===== src/rtl/div_pkg.sv =====
// Shared definitions for the signed 2W/W divider: FSM encoding, default width
// and the saturation patterns used for overflow and divide-by-zero results.
package div_pkg;

   localparam int DIV_WIDTH = 16;

   typedef enum logic [1:0] {
      S_IDLE = 2'd0,
      S_CALC = 2'd1,
      S_FIX  = 2'd2,
      S_DONE = 2'd3
   } state_t;

   // Largest positive / most negative w-bit two's complement values, zero-extended.
   function automatic logic [63:0] sat_pos(input int w);
      return (64'd1 << (w - 1)) - 64'd1;
   endfunction

   function automatic logic [63:0] sat_neg(input int w);
      return 64'd1 << (w - 1);
   endfunction

endpackage


===== src/rtl/div_step.sv =====
// One restoring-division iteration: trial-subtract the divisor magnitude from the
// shifted partial remainder and keep the difference only when it does not go negative.
module div_step #(
   parameter int WIDTH = 16
) (
   input  logic [WIDTH:0]   partial,
   input  logic [WIDTH-1:0] dvs_mag,
   output logic [WIDTH-1:0] rem_next,
   output logic             qbit
);

   always_comb begin
      qbit     = (partial >= {1'b0, dvs_mag});
      // When qbit is set the difference is below dvs_mag, so it fits WIDTH bits.
      rem_next = qbit ? WIDTH'(partial - {1'b0, dvs_mag}) : partial[WIDTH-1:0];
   end

endmodule


===== src/rtl/div_top.sv =====
// Truncating signed divider: 2*WIDTH-bit dividend by WIDTH-bit divisor, one quotient
// bit per cycle on magnitudes, signs applied and overflow saturated at the end.
module div_top
   import div_pkg::*;
#(
   parameter int WIDTH = DIV_WIDTH
) (
   input  logic               clk,
   input  logic               rst_n,
   input  logic               in_valid,
   output logic               in_ready,
   input  logic [2*WIDTH-1:0] dividend,
   input  logic [WIDTH-1:0]   divisor,
   output logic               out_valid,
   input  logic               out_ready,
   output logic [WIDTH-1:0]   quotient,
   output logic [WIDTH-1:0]   remainder,
   output logic               ovf,
   output logic               dz,
   output logic [1:0]         fsm_state
);

   localparam int                   CNT_W = $clog2(2 * WIDTH + 1);
   localparam logic [CNT_W-1:0]     ITERS = CNT_W'(2 * WIDTH);
   localparam logic [WIDTH-1:0]     Q_POS = WIDTH'(sat_pos(WIDTH));
   localparam logic [WIDTH-1:0]     Q_NEG = WIDTH'(sat_neg(WIDTH));
   localparam logic [2*WIDTH-1:0]   LIM_POS = (2 * WIDTH)'(sat_pos(WIDTH));
   localparam logic [2*WIDTH-1:0]   LIM_NEG = (2 * WIDTH)'(sat_neg(WIDTH));

   state_t               state, state_nxt;
   logic [2*WIDTH-1:0]   acc;        // dividend magnitude shifting out, quotient shifting in
   logic [WIDTH-1:0]     rem;
   logic [WIDTH-1:0]     dvs;
   logic                 sgn_d, sgn_v;
   logic [CNT_W-1:0]     cnt;

   logic [2*WIDTH-1:0]   dvd_mag;
   logic [WIDTH-1:0]     dvs_mag;
   logic [WIDTH-1:0]     rem_next;
   logic                 qbit;
   logic                 neg, ovf_c;
   logic [WIDTH-1:0]     q_signed, r_signed;

   div_step #(.WIDTH(WIDTH)) u_step (
      .partial  ({rem, acc[2*WIDTH-1]}),
      .dvs_mag  (dvs),
      .rem_next (rem_next),
      .qbit     (qbit)
   );

   always_comb begin
      dvd_mag  = dividend[2*WIDTH-1] ? -dividend : dividend;
      dvs_mag  = divisor[WIDTH-1] ? -divisor : divisor;
      neg      = sgn_d ^ sgn_v;
      ovf_c    = neg ? (acc > LIM_NEG) : (acc > LIM_POS);
      q_signed = neg ? -acc[WIDTH-1:0] : acc[WIDTH-1:0];
      r_signed = sgn_d ? -rem : rem;
   end

   // Handshake: operands transfer on a rising edge with in_valid && in_ready; a result
   // transfers with out_valid && out_ready. The two never coincide, so a new operand is
   // accepted at the earliest one cycle after a result is consumed.
   always_comb begin
      state_nxt = state;
      in_ready  = 1'b0;
      out_valid = 1'b0;
      case (state)
         S_IDLE: begin
            in_ready = 1'b1;
            if (in_valid) state_nxt = (divisor == '0) ? S_DONE : S_CALC;
         end
         S_CALC: if (cnt == ITERS) state_nxt = S_FIX;
         S_FIX:  state_nxt = S_DONE;
         S_DONE: begin
            out_valid = 1'b1;
            if (out_ready) state_nxt = S_IDLE;
         end
         default: state_nxt = S_IDLE;
      endcase
   end

   always_ff @(posedge clk) begin
      if (!rst_n) begin
         state     <= S_IDLE;
         quotient  <= '0;
         remainder <= '0;
         ovf       <= 1'b0;
         dz        <= 1'b0;
         cnt       <= '0;
      end else begin
         state <= state_nxt;
         case (state)
            S_IDLE: if (in_valid) begin
               acc   <= dvd_mag;
               dvs   <= dvs_mag;
               rem   <= '0;
               cnt   <= '0;
               sgn_d <= dividend[2*WIDTH-1];
               sgn_v <= divisor[WIDTH-1];
               if (divisor == '0) begin
                  quotient  <= dividend[2*WIDTH-1] ? Q_NEG : Q_POS;
                  remainder <= dividend[WIDTH-1:0];
                  ovf       <= 1'b0;
                  dz        <= 1'b1;
               end
            end
            S_CALC: if (cnt != ITERS) begin
               acc <= {acc[2*WIDTH-2:0], qbit};
               rem <= rem_next;
               cnt <= cnt + 1'b1;
            end
            S_FIX: begin
               quotient  <= ovf_c ? (neg ? Q_NEG : Q_POS) : q_signed;
               remainder <= r_signed;
               ovf       <= ovf_c;
               dz        <= 1'b0;
            end
            default: ;
         endcase
      end
   end

   assign fsm_state = state;

endmodule


===== config.mk =====
export PLATFORM = sky130hd
export DESIGN_NAME = div_top
export DESIGN_NICKNAME = d
export VERILOG_FILES = /design/src/rtl/div_pkg.sv /design/src/rtl/div_step.sv /design/src/rtl/div_top.sv
export SDC_FILE = /design/constraint.sdc
export NUM_CORES = 1
export LEC_CHECK = 0
export ABC_AREA = 0
export ABC_CLOCK_PERIOD_IN_PS = 7510
export BUFFER_PORTS_ARGS = -buffer_cell sky130_fd_sc_hd__buf_2
export CAP_MARGIN = 10
export CORE_MARGIN = 10
export CORE_UTILIZATION = 56
export CTS_CLUSTER_SIZE = 30
export DETAILED_ROUTE_END_ITERATION = 6
export PLACE_DENSITY = 0.86
export RECOVER_POWER = 50
export SLEW_MARGIN = 20
export SYNTH_ARGS = -nofsm -noshare
export SYNTH_HDL_FRONTEND = slang
export SYNTH_SLANG_ARGS = --single-unit

===== constraint.sdc =====
create_clock -name clk -period 7.51 [get_ports clk]
set_input_delay 0.751 -clock clk [delete_from_list [all_inputs] [get_ports clk]]
set_output_delay 0.751 -clock clk [all_outputs]
set_load 0.05 [all_outputs]

# Word-level counts from Yosys, hierarchy flattened

Cells that the tools add are included.

Input bits: 52
Output and inout bits: 38
Flip-flop bits (word level): 108

Bitwise logic cells: 1
$lt $le $gt $ge: 3
Eq/ne operators: 10
Reduce and logical (&&, ||, !) cells: 9
Multiplexer cells: 37
Add/subtract/negate cells: 6

Operators with widths:

| cell                                                                   | count |
|---|---|
| 16-bit 2-to-1 mux                                                      | 12 |
| 32-bit 2-to-1 mux                                                      | 3 |
| 16-bit case mux with 2 select lines                                    | 3 |
| 32-bit case mux with 2 select lines                                    | 1 |
| 16-bit negator                                                         | 3 |
| 32-bit by 15-bit > comparator with 1-bit output, second input constant | 1 |
| 32-bit by 16-bit > comparator with 1-bit output, second input constant | 1 |
| 32-bit negator                                                         | 1 |
| 17-bit by 16-bit >= comparator with 1-bit output                       | 1 |
| 16-bit logical NOT                                                     | 1 |
| 16-bit subtractor                                                      | 1 |
| 15-bit 2-to-1 mux                                                      | 1 |
| 6-bit 2-to-1 mux                                                       | 2 |
| 6-bit case mux with 2 select lines                                     | 1 |
| 3-bit AND reduction                                                    | 4 |
| 2-bit inequality test, second input constant                           | 5 |
| 2-bit 2-to-1 mux                                                       | 4 |
| 2-bit case mux with 4 select lines                                     | 1 |
| 1-bit 2-to-1 mux                                                       | 7 |
| 6-bit by 1-bit adder with 6-bit output, second input constant          | 1 |
| 6-bit equality test, second input constant                             | 1 |
| 6-bit inequality test, second input constant                           | 1 |
| 2-bit equality test, second input constant                             | 2 |
| 1-bit case mux with 2 select lines                                     | 2 |
| other kinds (5)                                                        | 6 |

# Depth between registers and ports, before layout

Gate-level depths: netlist of the first run.

Depth in word-level cells: 4
Mapped depth: 12
Gate-level depth less buffers: 11

# Hierarchy

A second synthesis of the first run with hierarchy kept.

Cell total of the unflattened synthesis: 808
Area total of the unflattened synthesis: 7448.4 um^2

By module, submodules not included:

| module   | instances | area an instance (um^2) | cells each |
|---|---|---|---|
| div_top  | 1         | 6283.5                  | 652 |
| div_step | 1         | 1164.9                  | 156 |

# Least setup slack after synthesis of the first run

OpenSTA, ideal clock, no wires.

Kind: reg2reg
From: register state[0], in the netlist fsm_state[0]
To: register acc[0], enable pin
Arrival: 3.124 ns
Stages on the path, launching flop included: 7
Setup time: 0.410 ns
Slack: 3.976 ns
Buffers on the path: 1
Data required time: 7.100 ns
Cells stage by stage: dfxtp_1 > inv_1 > ha_1 > clkbuf_1 > nor2b_1 > a21oi_1 > and2_1

Cells in the longest elaborated chain, start to end: 3
Elaborated cells on any way between the ends: 6
Classes of those cells: eq/ne (3); reduce/logical (3)

RTL lines:

| item                                                                                       | RTL line       | RTL |
|---|---|---|
| from (decl)                                                                                | div_top.sv:30  | `state_t state, state_nxt;` |
| from (signal assigned)                                                                     | div_top.sv:91  | `state <= state_nxt;` |
| 2-bit by 1-bit equality test with 1-bit output / 2-bit logical NOT (equally long branches) | div_top.sv:92  | `case (state)` |
| 2-bit inequality test (no line) / 2-bit nonzero test (equally long branches)               | n/a            |  |
| 4-bit AND reduction (no line) *                                                            | n/a            |  |
| to (signal assigned)                                                                       | div_top.sv:94  | `acc <= dvd_mag;` |
| to (signal assigned)                                                                       | div_top.sv:108 | `acc <= {acc[2*WIDTH-2:0], qbit};` |
| to (decl)                                                                                  | div_top.sv:31  | `logic [2*WIDTH-1:0] acc;` |

Every way passes the cells marked *; elsewhere a longest branch is shown, timed or not.
A chain may end at the register's enable or synchronous reset.

# Worst setup path in the final report of the first run

From: register state[1], in the netlist fsm_state[1]
To: register acc[11], enable pin

The elaborated chain is that of the path after synthesis.

==> results of run 1 <==
## final cells by class
class,count,share of cell area
clock buffers,9,0.0295
clock inverters,7,0.00771
inverters,39,0.0192
multi-input cells,574,0.493
flip-flops and latches,108,0.370
well taps,168,0.0276
repair buffers,92,0.0531
## cells in the final DEF (no fill, tap or decap), types with 9 or more instances in the layout
cell and count:
nand2_1 91, o21ai_0 72, edfxtp_1 66, nor2_1 54, a21oi_1 48, xor2_1 47, clkbuf_1 46, buf_2 45
dfxtp_1 42, xnor2_1 41, inv_1 37, ha_1 26, o31ai_1 19, a211oi_1 16, mux2i_1 13, o41ai_1 11
o211ai_1 10, or4_1 9, or3_1 9, clkbuf_16 9
## Yosys cell counts, drive strengths merged, types with 2 or more instances
library cell   n  area share
nand2         91       0.049
o21ai         77       0.058
edfxtp        66        0.29
nor2          54       0.029
a21oi         48       0.035
xor2          47       0.060
dfxtp         42        0.12
xnor2         41       0.052
inv           38       0.021
ha            26       0.047
clkbuf        20       0.011
o31ai         20       0.022
a211oi        16       0.017
buf           16       0.014
mux2i         13       0.019
or4           13       0.017
or3           12       0.014
o41ai         11       0.014
o211ai        10       0.011
nor2b          9      0.0085
nor3           8      0.0074
nand2b         7      0.0063
nand3          7      0.0051
nand4          7      0.0063
a21o           6      0.0065
nor4           6      0.0054
or2            5      0.0045
a311oi         4      0.0060
a31oi          4      0.0036
o21a           4      0.0043
o21bai         3      0.0033
o22ai          3      0.0027
a211o          2      0.0025
a31o           2      0.0025
and2           2      0.0018
mux2           2      0.0033
## worst reg2reg max path, cell delays in order, from the launching register on
cell      delay, ns
dfxtp_1        0.35
inv_1          0.10
ha_1           0.15
clkbuf_1       1.66
clkinv_1       1.30
nand2_1        0.25
a21oi_1        0.17
and2_4         0.39
## cells by family (layout without fill, tap and decap cells)
kind of cell / after synthesis / after routing / share of synthesized area
xor+xnor: 88 / 88 / 0.112
buf+inv: 75 / 147 / 0.0464
fa+ha+maj: 27 / 27 / 0.0500
flops: 108 / 108 / 0.409
mux: 15 / 15 / 0.0221
compound gates: 217 / 217 / 0.199
simple gates: 227 / 227 / 0.163
## state kept, by name, indices dropped and copies added, names as in the netlist
signal,cells
remainder,16
quotient,16
cnt,6
dz,1
sgn_d,1
dvs,16
acc,32
sgn_v,1
fsm_state,2
ovf,1
rem,16
## routing by layer
layer / vias to the layer above / global-route usage / share of wire
li1: 2867 / - / -
met5: - / 0 / 0
met1: 2729 / 0.248 / 0.43
met3: 26 / 0.0270 / 0.057
met4: 0 / 0.0791 / 0.026
met2: 177 / 0.325 / 0.48
## where the power goes
group	total, mW	switching (mW)	internal (mW)
Clock	0.464	0.233	0.231
Sequential	1.00	0.150	0.853
Combinational	1.19	0.788	0.405
Total	2.66	1.17	1.49
## through the flow
stage	util	worst slack [ns]
floorplan	-	3.98
global placement	0.615	4.05
detailed placement	0.615	4.00
CTS	0.639	4.25
global route	0.632	2.25
finish	0.632	2.79
## path summary, 6_finish.rpt
kind                start      endpoint  slack [ns]  cells after the start
max reg2reg  fsm_state[1]       acc[11]        2.79                      7
min reg2reg  quotient[13]  quotient[13]        0.46                      2
max          fsm_state[1]       acc[11]        2.79                      7
min          quotient[13]  quotient[13]        0.46                      2
==> flow_summary.ini, run 1 <==
[status]
outcome = finished with violations
violations = capacitance limit, slew limit

[timing]
tns_ns = 0
tightest_slew_ns = 2.35
post-route-min-period_ns = 4.72
fmax_mhz = 212
relSlewSlack = -0.566
rsz0062_at_grt = false
worst_clock_skew_ns = 0.00815
setup_violations = 0
fin_hold_ws_ns = 0.464
finalHoldViolations = 0
drv_slew = 126
fin_crit_sh = 0.629

[floorplanning]
fp.dieH_um = 131
rows = 40
io_pins = 90
dieArea_um2 = 17200
start_util = 0.573
coreArea_um2 = 12100
die-width_um = 131

[place]
port_buffers = 89
gp_congestion = 0.968
post_dp_cell_area_um2 = 7420
place.detailed.hpwl_um = 12500
dp_cells = 981

[cts]
root_buffer = clkbuf_16
postCtsHoldBufs = 0
clk_pin_slew_ns = 0.08
postCtsSetupBuffers = 0
cts_tree = built
ctsResizeCount = 0
cts_sinks = 108
clk_latency_ns = 0.36
htree_levels = 3
numCtsBuffers = 9
clock_path_buffers = 2

[global_route]
grt_pass1_wl_um = 26600
grt_max_degree = 66
antenna_found_initial = 0
grt-ovfl-total = 0
grt_usage = 0.194
grt_pass1_vias = 5401

[route]
firstDrtPassIters = 5
drc = 0
drtIter0Drc = 671
antenna_left = 0
wire_per_inst_um = 16.6
drt_wl_total_um = 16600
viasPerCell = 5.82
via_count = 5799

[logic_synthesis]
syn_inst = 757
synthesis.area_um2 = 6910
ys_seq_elements = 108
synth_warnings = 0
netlist-cell-type-count = 66
synth_edf_count = 66
synth-seq-area-share = 0.409
syn_nets = 836
synthArstFlopShare = 0
synth.avg_cell_area_um2 = 9.13
synth-main-ff-cell = edfxtp_1

[worst_setup_path]
cp-start-kind = register
critPathMaxStageDelay_ns = 1.66
crit_slowest_cell = clkbuf_1
crit_chain = inv_1 > ha_1 > clkbuf_1 > clkinv_1 > nand2_1 > a21oi_1 > and2_4
crit_fanout = 65
critPathKind = register to register
critPathTopFamily = buffers and inverters
worstSetupEndpointType = register
critPathArrivalTime_ns = 4.76
cp_num_buf_inv = 3
required_ns = 7.55

[finish]
ff_latch_area_um2 = 2820
drive_gt1_frac = 0.104
fillCellCount = 1029
multiInputGateArea_um2 = 3760
layout.cells.non_filler = 997
nets = 903
fin_area_um2 = 7630
area_delta_synth_final_pct = 10.4
antenna_cells = 0

[power]
peakVddDrop_mv = 0.136
power_mw = 2.66
p_leak_nw = 2.81
p_per_area_nw_per_um2 = 349

[hold_path]
hold_path.class = register to register

[run]
maxCapViolCount = 3
No activity file was read; power rests on OpenSTA's default activity.
==> run 2: changes to the inputs <==
Settings changed: ABC_CLOCK_PERIOD_IN_PS 7510 to 3800, CORE_UTILIZATION 56 to 53, PLACE_DENSITY 0.86 to 0.85.
Clock period 7.51 ns to 3.8 ns, I/O delays scaled along.
==> run 2 against run 1 <==
Compared with the run above: the run still ends with capacitance limit, slew limit left; clock-buffer cell count grew 4; die area grew 4.8%; clock skew grew 0.0012 ns; critical path depth grew 1; design area grew 0.41%; setup slack lost 2.1 ns; largest power group unchanged.
==> flow_summary.ini, run 2 (synthesis results as in run 1) <==
[status]
outcome = finished with violations
violations = capacitance limit, slew limit

[route]
via_count = 5747
firstDrtPassIters = 5
drt_wl_total_um = 16300
drc = 0
viasPerCell = 5.70
antenna_left = 0
wire_per_inst_um = 16.2
drtIter0Drc = 480

[cts]
ctsResizeCount = 0
cts_tree = built
clk_pin_slew_ns = 0.07
numCtsBuffers = 9
cts_sinks = 108
clk_latency_ns = 0.36
clock_path_buffers = 2
postCtsSetupBuffers = 0
postCtsHoldBufs = 0
root_buffer = clkbuf_16
htree_levels = 3

[worst_setup_path]
critPathKind = input port to register
critPathArrivalTime_ns = 3.32
ff2ff_setup_slack_ns = 0.81
worstSetupEndpointType = register
cp-start-kind = input port
crit_fanout = 22
required_ns = 4.04

[finish]
area_delta_synth_final_pct = 10.9
drive_gt1_frac = 0.104
final_cell_mix = nand2_1 (91), o21ai_0 (72), edfxtp_1 (66)
final_common_cell = nand2_1
largest_reg_flops = 32
layout.cells.non_filler = 1008
top_register = acc
nets = 908

[global_route]
grt_usage = 0.176
grt_pass1_wl_um = 26100
grt-ovfl-total = 0
antenna_found_initial = 0
grt_pass1_vias = 5435
grt_max_degree = 64

[timing]
tightest_slew_ns = 1.62
fin_crit_sh = 0.810
drv_slew = 37
rsz0062_at_grt = false
fmax_mhz = 325
post-route-min-period_ns = 3.08
tns_ns = 0
relSlewSlack = -0.0779
worst_clock_skew_ns = 0.00933
finalHoldViolations = 0
setup_violations = 0

[power]
combPwrFrac = 0.452
peakVddDrop_mv = 0.335
switching_share = 0.431
seqPwrFrac = 0.378
power_mw = 5.25
p_leak_nw = 2.81
internal_power_mw = 2.98
switchingPower_mw = 2.26
p_per_area_nw_per_um2 = 685
p_clk_frac = 0.170

[place]
place.detailed.hpwl_um = 12600
port_buffers = 89
dp_cells = 990
gp_congestion = 0.950

[floorplanning]
rows = 41
coreArea_um2 = 12700
start_util = 0.545
die-width_um = 134
fp.dieH_um = 134
io_pins = 90
dieArea_um2 = 18000

[hold_path]
hold_path.class = input port to register

[run]
maxCapViolCount = 1
-- run 2: stage by stage --
stage               area, um2  utilization  hold WS, ns  worst slack [ns]
floorplan                6910            -        0.458             0.266
global placement         7470        0.589        0.440             0.918
detailed placement       7470        0.589        0.446             0.864
CTS                      7750        0.612        0.220             0.906
global route             7650        0.604        0.278             0.556
finish                   7660        0.605        0.263             0.720
-- run 2: path summary, 6_finish.rpt --
kind	cells past startpoint	startpoint	to
max	8	divisor[5]	quotient[0]
min reg2reg	2	remainder[4]	remainder[4]
max reg2reg	6	fsm_state[0]	rem[15]
min	1	divisor[0]	dvs[0]
-- run 2: final cells by class --
cell class / instances / area [um2]
Antenna cell: 2 / 5.00
Fill cell: 1108 / 5010
Clock buffer: 13 / 260
Multi-Input combinational cell: 574 / 3740
Clock inverter: 3 / 22.5
Sequential cell: 108 / 2820
Inverter: 39 / 146
Timing Repair Buffer: 97 / 447
Tap cell: 172 / 215
-- run 2: per-layer routing --
layer | share of wire | vias to the layer above | GRT usage
met5 | 0 | - | 0
met4 | 0.019 | 0 | 0.0629
met3 | 0.060 | 26 | 0.0463
met2 | 0.49 | 150 | 0.298
met1 | 0.43 | 2689 | 0.210
li1 | - | 2882 | -
-- run 2: power groups by stage --
stage / sequential, mW / clock, mW / combinational [mW]
after floorplan: 2.19 / 0 / 1.63
after global placement: 1.98 / 0 / 2.34
after detailed placement: 1.99 / 0 / 2.38
after CTS: 1.97 / 0.905 / 2.40
after global routing: 2.02 / 0.944 / 2.63
final: 1.98 / 0.892 / 2.37
-- run 2: critical path: stages --
cell and delay [ns]:
clkbuf_1 0.12, or4_1 0.57, or3_1 0.43, nor3_1 0.73, a31oi_2 0.53, o21a_1 0.38
o21ai_0 0.10, a21oi_1 0.07
==> run 3: changes to the inputs <==
Settings changed: ABC_CLOCK_PERIOD_IN_PS 3800 to 2750.
Clock period 3.8 ns to 2.75 ns, I/O delays scaled along.
==> run 3 against run 2 <==
Compared with the run above: the flow still finishes with violations (capacitance limit, slew limit); via count increased by 2.9%; die area unchanged; core utilization increased by 1.4 points; flip-flop and latch count stayed put; highest routed layer unchanged; power grew 43%; clock-buffer cell count is 2 lower; register-to-register slack worse by 0.69 ns; non-clock buffer count up 21; wire length is 5.0% higher; critical endpoint is now rem[1]; clock power increased by 36%; largest power group unchanged; setup slack worse by 0.60 ns.
==> flow_summary.ini, run 3 (synthesis results as in run 1) <==
[hold_path]
worstHoldEndpoint = dvs[0]
min_from = divisor[0]
min_path_cells = 1
hold_path.class = input port to register

[finish]
ff_latch_area_um2 = 2820
multiInputGateArea_um2 = 3750
fillCellCount = 1081
finish.utilization = 0.618
final_common_cell = nand2_1
nets = 929
drive_gt1_frac = 0.127
largest_reg_flops = 32
top_register = acc
layout.cells.non_filler = 1028
final_cell_mix = nand2_1 (91), o21ai_0 (71), edfxtp_1 (66)
area_delta_synth_final_pct = 13.4

[worst_setup_path]
crit_fanout = 23
required_ns = 2.85
critPathKind = register to register
rr_startpoint = rem[8]
ff2ff_setup_slack_ns = 0.12
worstSetupEndpointType = register
critPathArrivalTime_ns = 2.73
worst_r2r_endpoint = rem[1]
r2r_cells = 8
cp-start-kind = register

[route]
viasPerCell = 5.75
antenna_left = 0
drtIter0Drc = 558
via_count = 5913
firstDrtPassIters = 5
drt_wl_total_um = 17100
wire_per_inst_um = 16.6
drc = 0

[power]
combPwrFrac = 0.478
p_per_area_nw_per_um2 = 954
p_leak_nw = 2.93
internal_power_mw = 4.22
switchingPower_mw = 3.25
p_clk_frac = 0.162
seqPwrFrac = 0.360
peakVddDrop_mv = 0.443
switching_share = 0.435

[timing]
rsz0062_at_grt = false
fin_crit_sh = 0.956
finalHoldViolations = 0
setup_violations = 0
drv_slew = 37
relSlewSlack = -0.0567
fmax_mhz = 380
fin_hold_ws_ns = 0.185
tightest_slew_ns = 1.59
worst_clock_skew_ns = 0.0141
post-route-min-period_ns = 2.63
tns_ns = 0

[floorplanning]
fp.dieH_um = 134
rows = 41
die-width_um = 134
dieArea_um2 = 18000
io_pins = 90
start_util = 0.545
coreArea_um2 = 12700

[cts]
htree_levels = 3
root_buffer = clkbuf_16
clk_latency_ns = 0.36
cts_tree = built
clk_pin_slew_ns = 0.07
cts_sinks = 108
clock_path_buffers = 2
numCtsBuffers = 9

[status]
violations = capacitance limit, slew limit
outcome = finished with violations

[global_route]
grt_max_degree = 64
grt_pass1_vias = 5594
antenna_found_initial = 1
grt_pass1_wl_um = 27700
grt_usage = 0.187
grt-ovfl-total = 0

[run]
maxCapViolCount = 1

[place]
place.detailed.hpwl_um = 13000
dp_cells = 1010
port_buffers = 89
gp_congestion = 0.960
[run 3: per-stage QoR]
step	cell area (um2)	setup WS (ns)	power [mW]
after floorplan	6910	0.00957	5.29
after global placement	7640	0.128	6.18
after detailed placement	7640	0.0285	6.28
after CTS	7910	0.132	7.49
after global routing	7840	0.00137	7.99
final	7840	0.121	7.48
[run 3: critical path, stage by stage (launching register included)]
cell	delay (ns)
edfxtp_1	0.47
ha_1	0.36
nand4_1	0.15
or4_1	0.54
o211ai_1	0.11
a41o_1	0.24
buf_12	0.18
mux2i_1	0.26
nor2_1	0.06
[run 3: worst max-delay path by stage]
stage / from / slack [ns] / endpoint / cells past startpoint
floorplan: rem[9] / 0.01 / rem[10] / 10
global placement: dividend[14] / 0.13 / acc[28] / 8
detailed placement: dividend[14] / 0.03 / acc[28] / 8
CTS: rem[0] / 0.13 / rem[1] / 9
global route: acc[31] / 0.001 / rem[12] / 11
finish: rem[8] / 0.12 / rem[1] / 8
[run 3: power by group through the flow]
| stage | logic (mW) | clock network (mW) | registers (mW) |
|---|---|---|---|
| global route | 3.97 | 1.28 | 2.74 |
| CTS | 3.59 | 1.22 | 2.68 |
| finish | 3.58 | 1.21 | 2.69 |
| global placement | 3.48 | 0 | 2.70 |
| detailed placement | 3.57 | 0 | 2.71 |
| floorplan | 2.27 | 0 | 3.02 |
[run 3: layer usage]
layer	vias up	track usage	routed length, um
li1	2927	-	-
met1	2749	0.229	7240
met2	212	0.317	8360
met3	25	0.0403	1120
met4	0	0.0671	393
met5	-	0	0
[run 3: repair_timing]
action,CTS,global route
setup buffers,0,1
endpoints found under the setup margin,0,15
hold buffers,0,0
resized for setup,0,2
hold endpoints to repair,0,0
[run 3: layout make-up]
class | instances | area share
Multi-Input combinational cell | 574 | 0.479
Inverter | 39 | 0.0187
Sequential cell | 108 | 0.360
Clock inverter | 5 | 0.00463
Antenna cell | 1 | 0.000319
Tap cell | 172 | 0.0275
Clock buffer | 11 | 0.0297
Timing Repair Buffer | 118 | 0.0797
